==> config.mk <==
export PLATFORM = sky130hd
export DESIGN_NAME = tx_serial
export DESIGN_NICKNAME = d
export VERILOG_FILES = /design/src/rtl/tx_serial.sv
export SDC_FILE = /design/constraint.sdc
export NUM_CORES = 1
export LEC_CHECK = 0
export ABC_AREA = 1
export BUFFER_PORTS_ARGS = -buffer_cell sky130_fd_sc_hd__buf_2
export CAP_MARGIN = 40
export CORE_ASPECT_RATIO = 1.4
export CORE_MARGIN = 5
export CORE_UTILIZATION = 30
export CTS_BUF_LIST = sky130_fd_sc_hd__clkbuf_2 sky130_fd_sc_hd__clkbuf_4 sky130_fd_sc_hd__clkbuf_8
export DETAILED_ROUTE_END_ITERATION = 12
export GPL_TIMING_DRIVEN = 0
export HOLD_SLACK_MARGIN = 0.12
export SLEW_MARGIN = 40
export SYNTH_ARGS = -nofsm -noshare
export SYNTH_HDL_FRONTEND = slang
export SYNTH_SLANG_ARGS = --single-unit
==> constraint.sdc <==
create_clock -name clock -period 1.5 [get_ports clock]
set_input_delay 0.3 -clock clock [delete_from_list [all_inputs] [get_ports clock]]
set_output_delay 0.3 -clock clock [all_outputs]
set_load 0.03 [all_outputs]
==> src/rtl/tx_serial.sv <==
// UART-style serial transmitter: start bit, N_BITS data LSB first, parity, stop bit(s).
// Latency: start bit on txd the cycle after the accepting edge; frame = (N_BITS+2+STOP_BITS)*CLK_P_BIT cycles + 1 FIM cycle.
// Backpressure: partida is only sampled in IDLE/FIM; requests while busy are dropped, never queued.
module tx_serial #(
  parameter int BAUD_RATE = 9600,
  parameter int CLOCK_HZ  = 50_000_000,
  parameter int N_BITS    = 8,
  parameter int PARITY    = 1,
  parameter int STOP_BITS = 1
) (
  input  logic              clock,
  input  logic              reset,
  input  logic              partida,
  input  logic [N_BITS-1:0] data,
  output logic              txd,
  output logic              ocupado,
  output logic              fim
);

  // Bit period in clock cycles, truncated toward zero.
  localparam int CLK_P_BIT = CLOCK_HZ / BAUD_RATE;
  // Widths guarded so degenerate parameters (period or word of 1) still elaborate.
  localparam int CNT_W  = (CLK_P_BIT > 1) ? $clog2(CLK_P_BIT) : 1;
  localparam int IDX_W  = (N_BITS > 1) ? $clog2(N_BITS) : 1;
  localparam int STOP_W = (STOP_BITS > 1) ? $clog2(STOP_BITS) : 1;

  localparam logic [CNT_W-1:0]  CNT_LAST  = CNT_W'(CLK_P_BIT - 1);
  localparam logic [IDX_W-1:0]  IDX_LAST  = IDX_W'(N_BITS - 1);
  localparam logic [STOP_W-1:0] STOP_LAST = STOP_W'(STOP_BITS - 1);

  typedef enum logic [2:0] {
    IDLE  = 3'd0,
    START = 3'd1,
    DATA  = 3'd2,
    PAR   = 3'd3,
    STOP  = 3'd4,
    FIM   = 3'd5
  } state_t;

  state_t              state;
  logic [CNT_W-1:0]    bit_cnt;
  logic [IDX_W-1:0]    bit_idx;
  logic [STOP_W-1:0]   stop_idx;
  logic [N_BITS-1:0]   shift_reg;
  logic                par_bit;

  logic [N_BITS-1:0]   shift_next;
  logic                bit_end;
  logic                data_par;

  // Word as it will look after the next shift; its LSB is the next data bit on the line.
  assign shift_next = shift_reg >> 1;
  // Last cycle of the current bit period.
  assign bit_end    = (bit_cnt == CNT_LAST);
  // Parity of the incoming word, taken on the accepting edge so later data changes cannot leak in.
  assign data_par   = (PARITY != 0) ? ~^data : ^data;

  // Frame sequencer; txd/ocupado/fim are loaded with the value the next state implies,
  // so they are registered and have no combinational path from the inputs.
  always_ff @(posedge clock or negedge reset) begin
    if (!reset) begin
      state     <= IDLE;
      bit_cnt   <= '0;
      bit_idx   <= '0;
      stop_idx  <= '0;
      shift_reg <= '0;
      par_bit   <= 1'b0;
      txd       <= 1'b1;
      ocupado   <= 1'b0;
      fim       <= 1'b0;
    end else begin
      case (state)
        // IDLE and FIM accept identically, which is what allows back-to-back frames.
        IDLE, FIM: begin
          fim     <= 1'b0;
          bit_cnt <= '0;
          bit_idx <= '0;
          stop_idx <= '0;
          if (partida) begin
            shift_reg <= data;
            par_bit   <= data_par;
            state     <= START;
            txd       <= 1'b0;
            ocupado   <= 1'b1;
          end else begin
            state   <= IDLE;
            txd     <= 1'b1;
            ocupado <= 1'b0;
          end
        end

        START: begin
          if (bit_end) begin
            bit_cnt <= '0;
            bit_idx <= '0;
            state   <= DATA;
            txd     <= shift_reg[0];
          end else begin
            bit_cnt <= bit_cnt + 1'b1;
          end
        end

        DATA: begin
          if (bit_end) begin
            bit_cnt <= '0;
            if (bit_idx == IDX_LAST) begin
              state <= PAR;
              txd   <= par_bit;
            end else begin
              bit_idx   <= bit_idx + 1'b1;
              shift_reg <= shift_next;
              txd       <= shift_next[0];
            end
          end else begin
            bit_cnt <= bit_cnt + 1'b1;
          end
        end

        PAR: begin
          if (bit_end) begin
            bit_cnt  <= '0;
            stop_idx <= '0;
            state    <= STOP;
            txd      <= 1'b1;
          end else begin
            bit_cnt <= bit_cnt + 1'b1;
          end
        end

        // Stop bits are counted as whole bit periods so each one is exactly CLK_P_BIT long.
        STOP: begin
          if (bit_end) begin
            bit_cnt <= '0;
            if (stop_idx == STOP_LAST) begin
              state   <= FIM;
              fim     <= 1'b1;
              ocupado <= 1'b0;
              txd     <= 1'b1;
            end else begin
              stop_idx <= stop_idx + 1'b1;
            end
          end else begin
            bit_cnt <= bit_cnt + 1'b1;
          end
        end

        default: begin
          state   <= IDLE;
          txd     <= 1'b1;
          ocupado <= 1'b0;
          fim     <= 1'b0;
        end
      endcase
    end
  end

endmodule

==> impl_metrics.json <==
{
  "fin_total_pwr_uw": 1600,
  "rows": 35,
  "routed_wl_um": 4590,
  "syn_to_final_growth_pct": 21.4,
  "postLayoutCoreUtil_pct": 36.9,
  "antenna_found_initial": 0,
  "grt_use_total_pct": 12.1,
  "place.gp.congestion": 0.876,
  "synth_nets": 300,
  "cts_tree": "done",
  "clk_pin_slew_worst_paths_ps": 70,
  "r2r_setup_slack_ps": 100,
  "largest_register_ffs": 13,
  "fmax_ghz": 0.713,
  "initial_core_util_pct": 30.4,
  "yosysTopAreaCell": "dfrtp_1",
  "slowest_delay_ps": 410,
  "dominantRegCellSynth": "dfrtp_1",
  "worst_ep_required_time_ps": 1650,
  "io_buffers": 13,
  "fin_skew_ps": 4.59,
  "synth_area_leaders": "dfrtp_1, nand2_1, nand3_1",
  "synth_top_area_share_pct": 37.8,
  "hp-class": "in -> reg",
  "async_flop_share_pct": 100,
  "avgRoutedWirePerCell_um": 11.7,
  "crit_path_max_fanout": 8,
  "dr.pass1.iters": 4,
  "synth-seq-cells": 31,
  "cts_sinks": 31,
  "synth_seq_area_share_pct": 39.2,
  "layout.cells.non_filler": 392,
  "crit_start": "bit_cnt[1]$_DFFE_PN0P_",
  "yosys.cell_count.top_type": "nand2_1",
  "max_slew_margin_pct": 52.7,
  "cap_viol_max_count": 0,
  "crit_slowest_cell": "dfrtp_1",
  "period_minus_slack_ps": 1400,
  "die_h_um": 106,
  "cts_buffers": 5,
  "netlist_area_um2": 1980,
  "rsz0062_at_grt": "true",
  "cp.arrival_ps": 1560,
  "gr-total-overflow": 0,
  "diodes": 0,
  "peakVddDrop_v": 0.000273,
  "ctsLongestPathBuffers": 2,
  "core-area_um2": 6530,
  "setup_viol": 0,
  "drive_gt1_share_pct": 23.3,
  "antenna_left": 0,
  "grt_pass1_vias": 1864,
  "vias_per_cell": 4.75,
  "r2r_cells": 7,
  "dieWidth_um": 78.7,
  "post-dp-hpwl_um": 3400,
  "routed-via-count": 1863,
  "synth_edf_count": 0,
  "leakagePower_uw": 0.00121,
  "maxSlewViolCount": 0,
  "fin_crit_sh_pct": 93.5,
  "yosys_warnings": 0,
  "drt_iter0_drc": 84,
  "register_area_um2": 783,
  "worstSkewPairLatency_ps": 280,
  "crit_path_end_kind": "register",
  "grt_start_max_net_pins": 32,
  "h-tree-depth": 2,
  "syn-instance-count": 286,
  "fillers": 682,
  "worstSetupStartpointType": "register",
  "rr_startpoint": "bit_cnt[1]$_DFFE_PN0P_",
  "syn_avg_cell_area_um2": 6.94,
  "multi_input_area_um2": 1170,
  "status": "finished, final reports clean",
  "worstMarginPinSlew_ps": 709,
  "grt_first_pass_wirelength_um": 8160,
  "die-area_um2": 8360,
  "powerDensity_nw_per_um2": 664,
  "r2r_end": "bit_cnt[4]$_DFFE_PN0P_",
  "root_buffer": "clkbuf_8",
  "drc": 0,
  "synth_top_cells_by_count": "nand2_1, nand3_1, dfrtp_1",
  "crit_end": "bit_cnt[4]$_DFFE_PN0P_",
  "fin_nets": 331,
  "dp.cells": 373,
  "crit_chain": "ha_4 -> nand2_2 -> nor2_2 -> nand3_2 -> nand2_4 -> buf_4 -> o22ai_1",
  "io_pins": 14,
  "worstSetupPathType": "reg -> reg",
  "finalHoldViolCount": 0,
  "ys_types": 28
}
==> per-stage QoR <==
step / hold WS [ps] / setup slack (ps) / cell area, um^2 / TNS (ps)
finish: 266 / 96.8 / 2410 / 0
global route: 278 / -14.8 / 2410 / -17.0
CTS: 266 / 15.9 / 2260 / 0
detailed placement: 403 / -10.6 / 2140 / -36.6
global placement: 406 / -2.50 / 2140 / -4.41
floorplan: 4.41 / 185 / 1980 / 0
==> routing by layer <==
layer / vias up / wire [um] / GRT usage (%)
li1: 969 / - / -
met1: 865 / 1970 / 13.7
met2: 25 / 2430 / 22.1
met3: 4 / 149 / 2.88
met4: 0 / 48 / 3.50
met5: - / 0 / 0
==> cells in the final DEF, fill, tap and decap left out <==
cell type,netlist,routed
nand2_1,115,112
o21a_1,1,1
inv_1,22,19
inv_2,5,7
xnor2_1,4,4
o21ai_0,12,10
nand4_1,2,2
o21bai_1,1,1
buf_2,1,14
nand3_2,0,3
nor3_2,0,1
nand3b_1,2,2
nor3_1,5,4
o21ai_1,3,3
inv_4,0,1
dfrtp_2,0,5
buf_4,0,10
dfstp_2,1,1
buf_6,1,1
xor2_1,5,5
o211ai_4,0,1
ha_1,3,1
and2_4,1,1
o22ai_1,2,2
clkbuf_8,0,5
nor2_2,2,3
clkbuf_4,0,2
nand3_4,2,2
ha_4,0,2
nand2_4,2,3
nor2_1,23,21
nand3_1,34,31
o21ai_2,1,3
dfrtp_1,30,25
nand2_2,4,6
dlygate4sd3_1,0,1
nor2_4,0,1
clkinv_2,1,2
==> how the worst min path moves through the flow <==
stage            start                  endpoint  cells after the start
2_1_floorplan    reset    bit_cnt[0]$_DFFE_PN0P_                      0
3_3_place_gp     reset    bit_cnt[7]$_DFFE_PN0P_                      1
3_5_place_dp     reset   bit_cnt[11]$_DFFE_PN0P_                      1
4_1_cts        data[7]  shift_reg[7]$_DFFE_PN0P_                      3
5_1_grt        data[7]  shift_reg[7]$_DFFE_PN0P_                      3
6_report       data[7]  shift_reg[7]$_DFFE_PN0P_                      3
==> logic make-up after synthesis <==
logic type | after synthesis | synth area share [%]
flops | 31 | 39.2
simple gates | 192 | 42.6
xor+xnor | 9 | 3.97
buf+inv | 30 | 6.18
fa+ha+maj | 3 | 1.89
compound gates | 21 | 6.24
==> critical path: cells and delay by family (launching register included) <==
family	cells	cell delay, ps
simple gates	4	500
compound gates	1	60
buf+inv	1	120
flops	1	410
fa+ha+maj	1	170
==> report_power, final <==
group          internal, uW  switching, uW
clock network           362            315
logic                  33.3           52.5
registers               836              0
==> area by class of cell <==
cell class / count / share of cell area (%)
plain buffers: 2 / 0.675
inverters: 28 / 4.52
flip-flops and latches: 31 / 32.5
well taps: 74 / 3.84
clock buffers: 7 / 3.48
clock inverters: 1 / 0.208
repair buffers: 24 / 6.23
multi-input cells: 225 / 48.5
==> repair_timing <==
action                                  4_1_cts  5_1_grt
hold buffers                                  1        0
resized for setup                             3       26
buffers inserted                              1        9
endpoints found under the setup margin       11       25
hold endpoints to repair                     30        0
pin swaps                                     2        7
Power figures use the tool's default switching activity.
